File: src/rtl/cmp_pkg.sv
// +----------------------------------------------------------------------+
// | cmp_pkg : shared FSM state and result encodings for the comparator    |
// | Revision: 1.0                                                         |
// +----------------------------------------------------------------------+
`default_nettype none

package cmp_pkg;

    typedef enum logic [1:0] {
        ST_IDLE = 2'd0,
        ST_RUN  = 2'd1,
        ST_DONE = 2'd2
    } cmp_state_e;

    // Result flags are packed as {eq, gt, lt}.
    localparam logic [2:0] RES_NONE = 3'b000;
    localparam logic [2:0] RES_EQ   = 3'b100;
    localparam logic [2:0] RES_GT   = 3'b010;
    localparam logic [2:0] RES_LT   = 3'b001;

    function automatic logic [2:0] res_from_slice(input logic s_gt, input logic s_lt);
        logic [2:0] res;
        res = RES_EQ;
        if (s_gt) begin
            res = RES_GT;
        end else if (s_lt) begin
            res = RES_LT;
        end
        return res;
    endfunction

endpackage

`default_nettype wire

File: src/rtl/cmp_chunk.sv
// +----------------------------------------------------------------------+
// | cmp_chunk : combinational magnitude compare of one CHUNK-bit slice,   |
// |             with optional sign-flip of the slice MSB                  |
// | Revision: 1.0                                                         |
// +----------------------------------------------------------------------+
`default_nettype none

module cmp_chunk #(
    parameter int CHUNK = 4
) (
    input  logic [CHUNK-1:0] a_s,
    input  logic [CHUNK-1:0] b_s,
    input  logic             flip_msb,
    output logic             s_gt,
    output logic             s_lt
);

    localparam logic [CHUNK-1:0] C_MSB_BIT = CHUNK'(1) << (CHUNK - 1);

    logic [CHUNK-1:0] w_mask;
    logic [CHUNK-1:0] w_a;
    logic [CHUNK-1:0] w_b;

    // Inverting both sign bits maps two's-complement order onto unsigned order.
    assign w_mask = flip_msb ? C_MSB_BIT : '0;
    assign w_a    = a_s ^ w_mask;
    assign w_b    = b_s ^ w_mask;

    assign s_gt = (w_a > w_b);
    assign s_lt = (w_a < w_b);

endmodule

`default_nettype wire

File: src/rtl/seq_magnitude_comparator.sv
// +----------------------------------------------------------------------+
// | seq_magnitude_comparator : multi-cycle signed/unsigned comparator,    |
// |                            MSB chunk first with early exit            |
// | Revision: 1.0                                                         |
// +----------------------------------------------------------------------+
`default_nettype none

module seq_magnitude_comparator
    import cmp_pkg::*;
#(
    parameter int WIDTH = 16,
    parameter int CHUNK = 4
) (
    input  logic             clk,
    input  logic             rst,
    input  logic             start,
    input  logic             signed_mode,
    input  logic [WIDTH-1:0] a,
    input  logic [WIDTH-1:0] b,
    output logic             busy,
    output logic             done,
    output logic             eq,
    output logic             gt,
    output logic             lt
);

    localparam int NCHUNK = WIDTH / CHUNK;
    localparam int IDXW   = (NCHUNK > 1) ? $clog2(NCHUNK) : 1;

    localparam logic [IDXW-1:0] IDX_MSB = IDXW'(NCHUNK - 1);

    localparam logic [1:0] IDLE = ST_IDLE;
    localparam logic [1:0] RUN  = ST_RUN;
    localparam logic [1:0] DONE = ST_DONE;

    logic [1:0]       state_q, state_d;
    logic [IDXW-1:0]  idx_q,   idx_d;
    logic [WIDTH-1:0] a_q,     a_d;
    logic [WIDTH-1:0] b_q,     b_d;
    logic             sm_q,    sm_d;
    logic [2:0]       res_q,   res_d;

    logic [CHUNK-1:0] w_a_s;
    logic [CHUNK-1:0] w_b_s;
    logic             w_flip;
    logic             w_s_gt;
    logic             w_s_lt;
    logic             w_accept;

    always_comb begin
        w_a_s = '0;
        w_b_s = '0;
        for (int i = 0; i < NCHUNK; i++) begin
            if (idx_q == IDXW'(i)) begin
                w_a_s = a_q[i*CHUNK +: CHUNK];
                w_b_s = b_q[i*CHUNK +: CHUNK];
            end
        end
    end

    assign w_flip = sm_q && (idx_q == IDX_MSB);

    cmp_chunk #(
        .CHUNK    (CHUNK)
    ) u_cmp_chunk (
        .a_s      (w_a_s),
        .b_s      (w_b_s),
        .flip_msb (w_flip),
        .s_gt     (w_s_gt),
        .s_lt     (w_s_lt)
    );

    assign w_accept = start && ((state_q == IDLE) || (state_q == DONE));

    always_comb begin
        state_d = state_q;
        idx_d   = idx_q;
        a_d     = a_q;
        b_d     = b_q;
        sm_d    = sm_q;
        res_d   = res_q;

        case (state_q)
            IDLE: begin
                state_d = IDLE;
            end
            RUN: begin
                if (w_s_gt || w_s_lt) begin
                    res_d   = res_from_slice(w_s_gt, w_s_lt);
                    state_d = DONE;
                end else if (idx_q == '0) begin
                    res_d   = RES_EQ;
                    state_d = DONE;
                end else begin
                    idx_d   = idx_q - 1'b1;
                end
            end
            DONE: begin
                state_d = IDLE;
            end
            default: begin
                state_d = IDLE;
            end
        endcase

        // Acceptance overrides the per-state defaults so DONE can chain straight into RUN.
        if (w_accept) begin
            a_d     = a;
            b_d     = b;
            sm_d    = signed_mode;
            idx_d   = IDX_MSB;
            res_d   = RES_NONE;
            state_d = RUN;
        end
    end

    always_ff @(posedge clk) begin
        if (rst) begin
            state_q <= IDLE;
            idx_q   <= '0;
            a_q     <= '0;
            b_q     <= '0;
            sm_q    <= 1'b0;
            res_q   <= RES_NONE;
        end else begin
            state_q <= state_d;
            idx_q   <= idx_d;
            a_q     <= a_d;
            b_q     <= b_d;
            sm_q    <= sm_d;
            res_q   <= res_d;
        end
    end

    assign busy = (state_q == RUN);
    assign done = (state_q == DONE);
    assign eq   = res_q[2];
    assign gt   = res_q[1];
    assign lt   = res_q[0];

endmodule

`default_nettype wire

File: config.mk
export PLATFORM = sky130hd
export DESIGN_NAME = seq_magnitude_comparator
export DESIGN_NICKNAME = d
export VERILOG_FILES = /design/src/rtl/cmp_pkg.sv /design/src/rtl/cmp_chunk.sv /design/src/rtl/seq_magnitude_comparator.sv
export SDC_FILE = /design/constraint.sdc
export NUM_CORES = 1
export LEC_CHECK = 0
export BUFFER_PORTS_ARGS = -buffer_cell sky130_fd_sc_hd__buf_2
export CORE_ASPECT_RATIO = 1.75
export CORE_MARGIN = 2
export CORE_UTILIZATION = 53
export DETAILED_ROUTE_END_ITERATION = 7
export PLACE_DENSITY_LB_ADDON = 0.25
export SYNTH_ARGS = -nofsm -noshare
export SYNTH_HDL_FRONTEND = slang
export SYNTH_HIERARCHICAL = 1
export SYNTH_SLANG_ARGS = --single-unit
File: constraint.sdc
create_clock -name clk -period 3.12 [get_ports clk]
set_clock_uncertainty 0.05 [all_clocks]
set_input_delay 0.78 -clock clk [delete_from_list [all_inputs] [get_ports clk]]
set_output_delay 0.78 -clock clk [all_outputs]
set_load 0.005 [all_outputs]
# == After elaboration in Yosys (flattened, before gate mapping) ==
# Cells that the tools add are included.
# totals
reg_bits,40
input_bits,36
out_inout_bits,5
wordCells,54
# classes
n_addsub,1
order_cmp,2
n_eq_ne,8
n_mux,21
n_bitwise,3
n_reduce_logical,12
# ops
operator,n
4-bit 2-to-1 mux,9
2-bit 2-to-1 mux,6
3-bit 2-to-1 mux,4
4-bit bitwise XOR,2
"2-bit equality test, second input constant",3
"2-bit by 1-bit equality test with 1-bit output, second input constant",2
4-bit greater-than comparator,1
2-bit zero test,2
4-bit less-than comparator,1
"2-bit inequality test, second input constant",2
"4-bit by 1-bit inequality test with 1-bit output, second input constant",1
2-bit nonzero test,2
3-bit AND reduction,1
3-bit OR reduction,1
1-bit logical AND,2
1-bit logical OR,2
1-bit 2-to-1 mux,2
2-bit AND reduction,1
2-bit OR reduction,1
"2-bit by 1-bit subtractor with 2-bit output, second input constant",1
1-bit inverter,1

# == Logic depth before layout (Yosys ltp) ==
# Gate-level depths: netlist of the first run.
# logic_depth
ltp_word,11
depth_mapped,15
mapped_depth_nobuf,13

# == Hierarchy ==
# The synthesis of the first run kept the hierarchy.
# modules_own_cells
mod,instances,cells_per_inst,area_per_inst_um2
seq_magnitude_comparator,1,222,1747.9
cmp_chunk,1,16,127.6

# == Worst setup path after synthesis of the first run ==
# OpenSTA, ideal clock, no wires.
# synth_timing
path_kind,reg-to-reg
start,register idx_q[0]
end,register idx_q[1]
setup_ps,135
t_arrival_ps,2699
required_time_ps,2935
slack_ps,236
path_stages_with_launch,15
path_buffers,1
cell_sequence,dfxtp_1 -> inv_1 -> ha_1 -> nor2b_2 -> buf_4 -> a221oi_1 -> o31ai_1 -> xor2_1 -> ha_1 -> nand2_1 -> o21bai_1 -> a2bb2oi_1 -> nor3b_4 -> a211oi_1 -> a311oi_1
# synth_via
elab_chain_cells,10
# synth_rtl
item,line_no,source
from (decl),seq_magnitude_comparator.sv:37,"logic [IDXW-1:0] idx_q, idx_d;"
from (signal assigned),seq_magnitude_comparator.sv:127,idx_q <= idx_d;
2-bit zero test,seq_magnitude_comparator.sv:54,if (idx_q == IDXW'(i)) begin
4-bit 2-to-1 mux (3 in series),seq_magnitude_comparator.sv:54,
4-bit 2-to-1 mux (*),seq_magnitude_comparator.sv:54,
named net w_a_s[3],seq_magnitude_comparator.sv:43,logic [CHUNK-1:0] w_a_s;
4-bit bitwise XOR (*),cmp_chunk.sv:26,assign w_a = a_s ^ w_mask;
4-bit greater-than comparator (*),cmp_chunk.sv:29,assign s_gt = (w_a > w_b);
named net w_s_gt,seq_magnitude_comparator.sv:46,logic w_s_gt;
1-bit logical OR (*),seq_magnitude_comparator.sv:88,if (w_s_gt || w_s_lt) begin
2-bit inequality test (no source line) (*),n/a,
3-bit AND reduction (no source line) (*),n/a,
# Mark *: on every way through the listed nets, which the timed path passes. The rest lies on a longest branch. The select of a mux whose other input is x is not followed.
# A chain may end at the register's enable or synchronous reset.

# == Worst setup path after layout of the first run ==
# layout_timing
start,register idx_q[1]
end,register idx_q[1]
# layout_via
elab_chain_cells,10
# layout_rtl
item,line_no,source
2-bit zero test,seq_magnitude_comparator.sv:54,
4-bit 2-to-1 mux (3 in series),seq_magnitude_comparator.sv:54,
4-bit 2-to-1 mux (*),seq_magnitude_comparator.sv:54,
named net w_b_s[3],seq_magnitude_comparator.sv:44,logic [CHUNK-1:0] w_b_s;
4-bit bitwise XOR (*),cmp_chunk.sv:27,assign w_b = b_s ^ w_mask;
4-bit greater-than comparator (*),cmp_chunk.sv:29,
named net w_s_gt,seq_magnitude_comparator.sv:46,
1-bit logical OR (*),seq_magnitude_comparator.sv:88,
2-bit inequality test (no source line) (*),n/a,
3-bit AND reduction (no source line) (*),n/a,
# Marked as above.

==> summary.txt, run 1 <==
Cells and area
  – Antenna Cells: 0
  – Proportion of layout cells with a drive suffix above 1: 23.91%
  – Commonest non-fill, non-tap cell in the layout: sky130_fd_sc_hd__nand2_1
  – Final std cell area, no fill: 0.002223 sq mm
  – Layout overhead on the synthesized area: 18.55%
  – Commonest cells after routing, fill and taps aside: sky130_fd_sc_hd__nand2_1 (78), sky130_fd_sc_hd__buf_2 (40), sky130_fd_sc_hd__dfxtp_1 (39), sky130_fd_sc_hd__a21oi_1 (37)
  – Number of filler cells placed in the layout: 310
  – Number of nets in the layout: 319

Power and ir drop
  – Static Leakage: 0.0009391 uW
  – Worst ir drop on vdd: 0.3776 mV
  – Total power divided by cell area: 577.4 mW/mm^2

Setup path
  – Critical-path top delay cell: sky130_fd_sc_hd__dfxtp_2
  – Number of cells on the critical path: 13
  – Number of cell instances on the worst register-to-register path: 13
  – Cell breakdown of the critical path: inv_1 > ha_1 > nor2b_4 > a221oi_1 > o31ai_1 > xnor2_1 > ha_1 > nand2_1 > o21bai_1 > a2bb2oi_2 > nor3b_4 > a211oi_1 > a311oi_1
  – Maximum fanout along the worst path: 8
  – WP buf/inv: 1
  – CP Data Required Time: 3.27 ns
  – RR Startpoint: idx_q[1]
  – Critical path startpoint: idx_q[1]
  – Destination of the worst register-to-register timing path: idx_q[1]
  – Slowest cell delay on critical path: 0.36 ns
  – Critical path class: register to register
  – Worst setup path end: idx_q[1]
  – Cell family with the largest share of critical-path delay: compound AO/OA/AOI/OAI gates
  – Register-to-register setup slack: 0.18 ns
  – Type of element capturing the critical path: register
  – Startpoint type of the worst setup path: register
  – Arrival time at the worst endpoint: 3.08 ns
  – Most frequent cell on the critical path: sky130_fd_sc_hd__ha_1

Floorplan
  – Die outline area: 0.004050 sq mm
  – Initial Util: 55.19%
  – Die Span X: 48.97 microns
  – Core outline area: 0.003398 sq mm
  – Number of placed I/O pins: 41
  – Vertical extent of the die: 82.70 microns
  – Standard-cell row count: 28

Clocking
  – Clock sink count: 40
  – Register clock-pin slew on the reported worst setup and hold paths: 0.07 ns
  – CTS tree: built
  – Clock buffers created by TritonCTS: 5
  – Buffers from clock root to sink, at most: 2
  – CTS Root Cell: sky130_fd_sc_hd__clkbuf_8
  – Clock latency at the later pin of the worst-skew pair: 0.29 ns
  – Deepest level of the CTS H-tree: 2

GRT
  – Number of global-route vias before repair: 1630
  – GR Overflow Total: 0
  – Pin count of the biggest net entering global routing: 41
  – Wire length of the first global-routing pass: 6948 microns
  – Busiest layer in global routing: met2
  – Routing usage on met1: 23.53%
  – Antenna violations before repair: 0
  – Met2 usage in global routing: 40.55%
  – Routing usage on met3: 4.496%
  – Gr usage total: 22.34%

Yosys
  – Number of cells produced by synthesis: 238
  – Commonest register cell after synthesis: sky130_fd_sc_hd__dfxtp_1
  – Largest cells by area after synthesis: sky130_fd_sc_hd__dfxtp_1 (43%), sky130_fd_sc_hd__nand2_1 (16%), sky130_fd_sc_hd__a21oi_1 (9.9%)
  – Warning count from the yosys run: 6
  – Mean cell area of the mapped netlist: 7.880 sq um
  – Yosys reg bits: 40
  – Fraction of synthesis flops using an asynchronous set or reset pin: 0%
  – Register area share after synthesis: 42.70%
  – Synthesized area: 0.001876 sq mm
  – Number of synthesized flops with an enable pin: 0
  – Yosys top cell area share: 42.70%
  – Post-synth net total: 282
  – Library cells used by synthesis: 29
  – Largest area contributor in the netlist: sky130_fd_sc_hd__dfxtp_1

Timing
  – Worst-Margin Slew: 0.6995 ns
  – Final hold violation count: 0
  – Worst hold margin: 0.4053 ns
  – Normalized max-slew margin: 53.36%
  – Min cycle time layout: 2.938 ns
  – Highest Clock Rate: 0.3404 GHz
  – Post-route fraction of the period consumed by the critical path: 94.15%
  – Final setup vio count: 0
  – Max-slew violation count: 0

Place
  – RD Place Congestion: 0.8423
  – Port bufs: 40
  – Area post-placement: 0.002085 sq mm
  – Final HPWL DP: 2999 microns

Drt
  – DRC violation count after routing: 0
  – Drt initial violations: 33
  – Count of TritonRoute iterations in the first routing pass: 6
  – Vias: 1697
  – Antenna-violating nets left: 0
  – Avg WL per Cell: 12.95 microns
  – Vias/cell: 5.287
  – Detailed Route WL: 4157 microns

Hold path
  – Class of the tightest hold or removal check: register to register

Run status
  – Run status: finished clean

Flow run
  – Number of maximum-capacitance violations: 0
[state kept, by name (all words and copies together) (netlist names)]
name,count
a_q,16
b_q,16
res_q,3
idx_q,2
state_q,2
sm_q,1
[how the worst min path moves through the flow]
stage | endpoint | cells after the start | start
floorplan | sm_q | 2 | sm_q
detailed placement | sm_q | 2 | sm_q
CTS | a_q[8] | 2 | a_q[8]
global placement | sm_q | 2 | sm_q
global route | b_q[13] | 2 | b_q[13]
finish | a_q[8] | 2 | a_q[8]
[through the flow]
step                      setup slack [ns]  setup TNS (ns)  total power [uW]  instances  utilization, %
after detailed placement           0.05881               0             908.8        312           61.34
after floorplan                     0.2363               0             820.2        238               -
final                               0.1824               0              1284        321           65.43
after CTS                          0.03177               0              1256        320           63.99
after global placement              0.1342               0             901.9        312           61.34
after global routing              -0.01411        -0.01411              1367        321           65.43
[tightest hold or removal path: stages (launching register included)]
cell and delay, ns:
sky130_fd_sc_hd__dfxtp_1 0.31, sky130_fd_sc_hd__nand2_1 0.05, sky130_fd_sc_hd__a21oi_1 0.05
[report_power, final]
group | internal, uW | switching (uW) | total (uW)
clock | 180 | 171 | 351
combinational | 165 | 195 | 360
sequential | 547 | 25.1 | 572
total | 893 | 391 | 1280
[per-layer routing]
metal / vias to the layer above / wire length (microns)
met3: 20 / 126
met1: 763 / 1664
li1: 872 / -
met5: - / 0
met4: 0 / 194
met2: 42 / 2172
[synthesized netlist by cell type, types with 2 or more instances]
cell type	instances
sky130_fd_sc_hd__nand2_1	78
sky130_fd_sc_hd__dfxtp_1	40
sky130_fd_sc_hd__a21oi_1	37
sky130_fd_sc_hd__nor2b_1	9
sky130_fd_sc_hd__a221oi_1	8
sky130_fd_sc_hd__ha_1	8
sky130_fd_sc_hd__o31ai_1	8
sky130_fd_sc_hd__buf_4	7
sky130_fd_sc_hd__inv_1	6
sky130_fd_sc_hd__clkbuf_1	5
sky130_fd_sc_hd__nor2_1	5
sky130_fd_sc_hd__buf_2	4
sky130_fd_sc_hd__a211oi_1	3
sky130_fd_sc_hd__and2_1	2
sky130_fd_sc_hd__nand2b_1	2
sky130_fd_sc_hd__nor3_1	2
sky130_fd_sc_hd__o21ai_0	2
[cell families (layout without fill, tap and decap cells)]
| family | Yosys count | in the layout | synth area share, % |
|---|---|---|---|
| DFF | 40 | 40 | 42.70 |
| AOI/OAI and AO/OA | 62 | 62 | 20.35 |
| xor gates and xnor gates | 2 | 2 | 0.9341 |
| and+or+nand+nor | 103 | 103 | 24.42 |
| adders and majority gates | 8 | 8 | 5.337 |
| buffers and inverters | 23 | 61 | 6.271 |
[final cells by class]
cell class	count	area (sq um)	share of cell area (%)
Multi-Input combinational cell	175	999.7	44.96
Tap cell	45	56.30	2.532
Timing Repair Buffer	47	252.7	11.37
Sequential cell	40	802.0	36.07
Clock buffer	8	90.09	4.052
Inverter	6	22.52	1.013
[timing repair]
action / CTS / global route
buffers inserted: 0 / 1
hold buffers: 0 / 0
endpoints found under the hold margin: 0 / 0
resized for setup: 0 / 10
setup endpoints to repair: 0 / 7
Note: power is estimated with default switching activity, not from simulation.
==> run 2, diff against run 1 <==
- MAX_ROUTING_LAYER: default -> met4
==> run 2 against run 1 <==
  * Setup slack better by 0.026 ns
  * Sequential power hardly changed
  * First-iteration DRC count decreased by 15%
  * Clock power about the same
  * Design area stayed put
  * Fmax increased by 0.90%
  * Via count down 0.41%
  * Non-clock buffer count stayed put
  * Final cell count did not move
  * Global-route usage is 0.64 points higher
  * Critical path type unchanged
==> summary.txt, run 2 (same netlist as run 1, synthesis figures left out) <==
Timing
  – Max-slew violation count: 0 (unchanged)
  – Normalized max-slew margin: 52.70% (was 53.36%)
  – Total negative slack: 0 ns (unchanged)
  – Unrepaired setup endpoints after global routing: no
  – Worst-Margin Slew: 0.7095 ns (was 0.6995 ns)
  – Final hold violation count: 0 (unchanged)
  – Post-route fraction of the period consumed by the critical path: 93.31% (was 94.15%)
  – Final setup vio count: 0 (unchanged)
  – Min cycle time layout: 2.911 ns (was 2.938 ns)
  – Setup slack of the critical path after layout: 0.2086 ns (was 0.1824 ns)
  – Highest Clock Rate: 0.3435 GHz (was 0.3404 GHz)

Drt
  – Detailed Route WL: 4194 microns (was 4157 microns)
  – Antenna-violating nets left: 0 (unchanged)
  – Vias: 1690 (was 1697)
  – Count of TritonRoute iterations in the first routing pass: 4 (was 6)
  – Vias/cell: 5.265 (was 5.287)
  – Avg WL per Cell: 13.07 microns (was 12.95 microns)
  – Drt initial violations: 28 (was 33)
  – DRC violation count after routing: 0 (unchanged)

GRT
  – Antenna violations before repair: 0 (unchanged)
  – Number of global-route vias before repair: 1632 (was 1630)
  – Pin count of the biggest net entering global routing: 41 (unchanged)
  – Wire length of the first global-routing pass: 6955 microns (was 6948 microns)
  – Gr usage total: 22.98% (was 22.34%)
  – GR Overflow Total: 0 (unchanged)

Clocking
  – Clock buffers created by TritonCTS: 5 (unchanged)
  – CTS tree: built (unchanged)
  – Buffers from clock root to sink, at most: 2 (unchanged)
  – Deepest level of the CTS H-tree: 2 (unchanged)
  – CTS Root Cell: sky130_fd_sc_hd__clkbuf_8 (unchanged)
  – Register clock-pin slew on the reported worst setup and hold paths: 0.07 ns (about the same)
  – Clock sink count: 40 (unchanged)
  – Clock latency at the later pin of the worst-skew pair: 0.29 ns (about the same)

Power and ir drop
  – Relative contribution of combinational cells to total power: 28.0% (was 28.1%)
  – Static Leakage: 0.0009391 uW (unchanged)
  – Worst ir drop on vdd: 0.3784 mV (was 0.3776 mV)
  – Total power divided by cell area: 578.7 mW/mm^2 (was 577.4 mW/mm^2)
  – Internal power: 892.4 uW (was 892.6 uW)
  – Part of the power in the clock network: 27.5% (was 27.4%)
  – Sequential share of power: 44.5% (was 44.6%)
  – Net switching fraction of the power: 30.65% (was 30.47%)
  – Switch Pwr: 394.4 uW (was 391.1 uW)

Floorplan
  – Number of placed I/O pins: 41 (unchanged)
  – Vertical extent of the die: 82.70 microns (unchanged)
  – Die outline area: 0.004050 sq mm (unchanged)
  – Core outline area: 0.003398 sq mm (unchanged)
  – Standard-cell row count: 28 (unchanged)
  – Initial Util: 55.19% (unchanged)
  – Die Span X: 48.97 microns (unchanged)

Setup path
  – Most frequent cell on the critical path: sky130_fd_sc_hd__ha_1 (unchanged)
  – Critical-path top delay cell: sky130_fd_sc_hd__dfxtp_2 (unchanged)
  – Type of element capturing the critical path: register (unchanged)
  – Startpoint type of the worst setup path: register (unchanged)
  – Critical path startpoint: idx_q[1] (unchanged)
  – Slowest cell delay on critical path: 0.36 ns (about the same)
  – Cell breakdown of the critical path: inv_1 > ha_1 > nor2b_4 > a221oi_1 > o31ai_1 > xnor2_1 > ha_1 > nand2_1 > o21bai_1 > a2bb2oi_2 > nor3b_4 > a211oi_1 > a311oi_1 (unchanged)
  – WP buf/inv: 1 (unchanged)
  – CP Data Required Time: 3.27 ns (about the same)
  – Critical path class: register to register (unchanged)
  – Cell family with the largest share of critical-path delay: compound AO/OA/AOI/OAI gates (unchanged)
  – RR Startpoint: idx_q[1] (unchanged)
  – Arrival time at the worst endpoint: 3.06 ns (was 3.08 ns)
  – Maximum fanout along the worst path: 8 (unchanged)

Cells and area
  – Layout overhead on the synthesized area: 18.55% (unchanged)
  – Proportion of layout cells with a drive suffix above 1: 23.91% (unchanged)
  – Final std cell area, no fill: 0.002223 sq mm (unchanged)
  – Commonest non-fill, non-tap cell in the layout: sky130_fd_sc_hd__nand2_1 (unchanged)
  – Number of nets in the layout: 319 (unchanged)
  – Regs by FF count: a_q (16), b_q (16), res_q (3) (unchanged)
  – Antenna Cells: 0 (unchanged)
  – Commonest cells after routing, fill and taps aside: sky130_fd_sc_hd__nand2_1 (78), sky130_fd_sc_hd__buf_2 (40), sky130_fd_sc_hd__dfxtp_1 (39), sky130_fd_sc_hd__a21oi_1 (37) (unchanged)

Place
  – Port bufs: 40 (unchanged)
  – Area post-placement: 0.002085 sq mm (unchanged)
  – Worst setup slack after placement: 0.05881 ns (unchanged)
  – RD Place Congestion: 0.8554 (was 0.8423)
  – Final HPWL DP: 2999 microns (unchanged)

Hold path
  – Origin of the worst min-delay path: a_q[8] (unchanged)
  – Class of the tightest hold or removal check: register to register (unchanged)

Run status
  – Run status: finished clean (unchanged)

Flow run
  – Number of maximum-capacitance violations: 0 (unchanged)
run 2: cell counts in the layout (fill, tap and decap cells not counted):
No cell type changed its count.
run 2: layout make-up:
| class | instances | area (sq um) |
|---|---|---|
| Inverter | 6 | 22.52 |
| Sequential cell | 40 | 802.0 |
| Timing Repair Buffer | 47 | 252.7 |
| Clock buffer | 8 | 90.09 |
| Multi-Input combinational cell | 175 | 999.7 |
| Fill cell | 312 | 1175 |
| Tap cell | 45 | 56.30 |
run 2: path summary, 6_finish.rpt:
check | end | slack, ns | depth (start not counted)
worst max-delay path | idx_q[1] | 0.21 | 13
worst max register to register | idx_q[1] | 0.21 | 13
worst min-delay path | a_q[8] | 0.41 | 2
worst min register to register | a_q[8] | 0.41 | 2
run 2: metal layers:
layer | global-route usage, % | up-vias | wire length, microns
met5 | - | - | 0
met4 | 14.29 | 0 | 173
met3 | 4.496 | 17 | 123
met2 | 40.55 | 36 | 2201
met1 | 23.53 | 766 | 1696
li1 | - | 871 | -
run 2: power by group through the flow:
stage          clock, uW  combinational [uW]  sequential, uW
4_1_cts              358                 327             571
2_1_floorplan          0                 246             574
3_5_place_dp           0                 326             583
3_3_place_gp           0                 320             582
5_1_grt              385                 404             576
6_report             354                 360             572
run 2: worst reg2reg max path: stages (launching register included):
cell	delay, ns
sky130_fd_sc_hd__dfxtp_2	0.36
sky130_fd_sc_hd__inv_1	0.08
sky130_fd_sc_hd__ha_1	0.23
sky130_fd_sc_hd__nor2b_4	0.23
sky130_fd_sc_hd__a221oi_1	0.11
sky130_fd_sc_hd__o31ai_1	0.29
sky130_fd_sc_hd__xnor2_1	0.16
sky130_fd_sc_hd__ha_1	0.26
sky130_fd_sc_hd__nand2_1	0.11
sky130_fd_sc_hd__o21bai_1	0.15
sky130_fd_sc_hd__a2bb2oi_2	0.11
sky130_fd_sc_hd__nor3b_4	0.30
sky130_fd_sc_hd__a211oi_1	0.12
sky130_fd_sc_hd__a311oi_1	0.24
run 2: timing repair:
action / in CTS / in global routing
buffers inserted: 0 / 1
endpoints found under the setup margin: 0 / 7
hold buffers: 0 / 0
resized for setup: 0 / 10
run 2: per-stage QoR:
stage | utilization [%] | instances | hold slack (ns) | total power (uW)
3_3_place_gp | 61.34 | 312 | 0.3893 | 901.9
6_report | 65.43 | 321 | 0.4052 | 1287
4_1_cts | 63.99 | 320 | 0.4097 | 1256
3_5_place_dp | 61.34 | 312 | 0.3993 | 908.8
5_1_grt | 65.43 | 321 | 0.4258 | 1366
2_1_floorplan | - | 238 | 0.3817 | 820.2
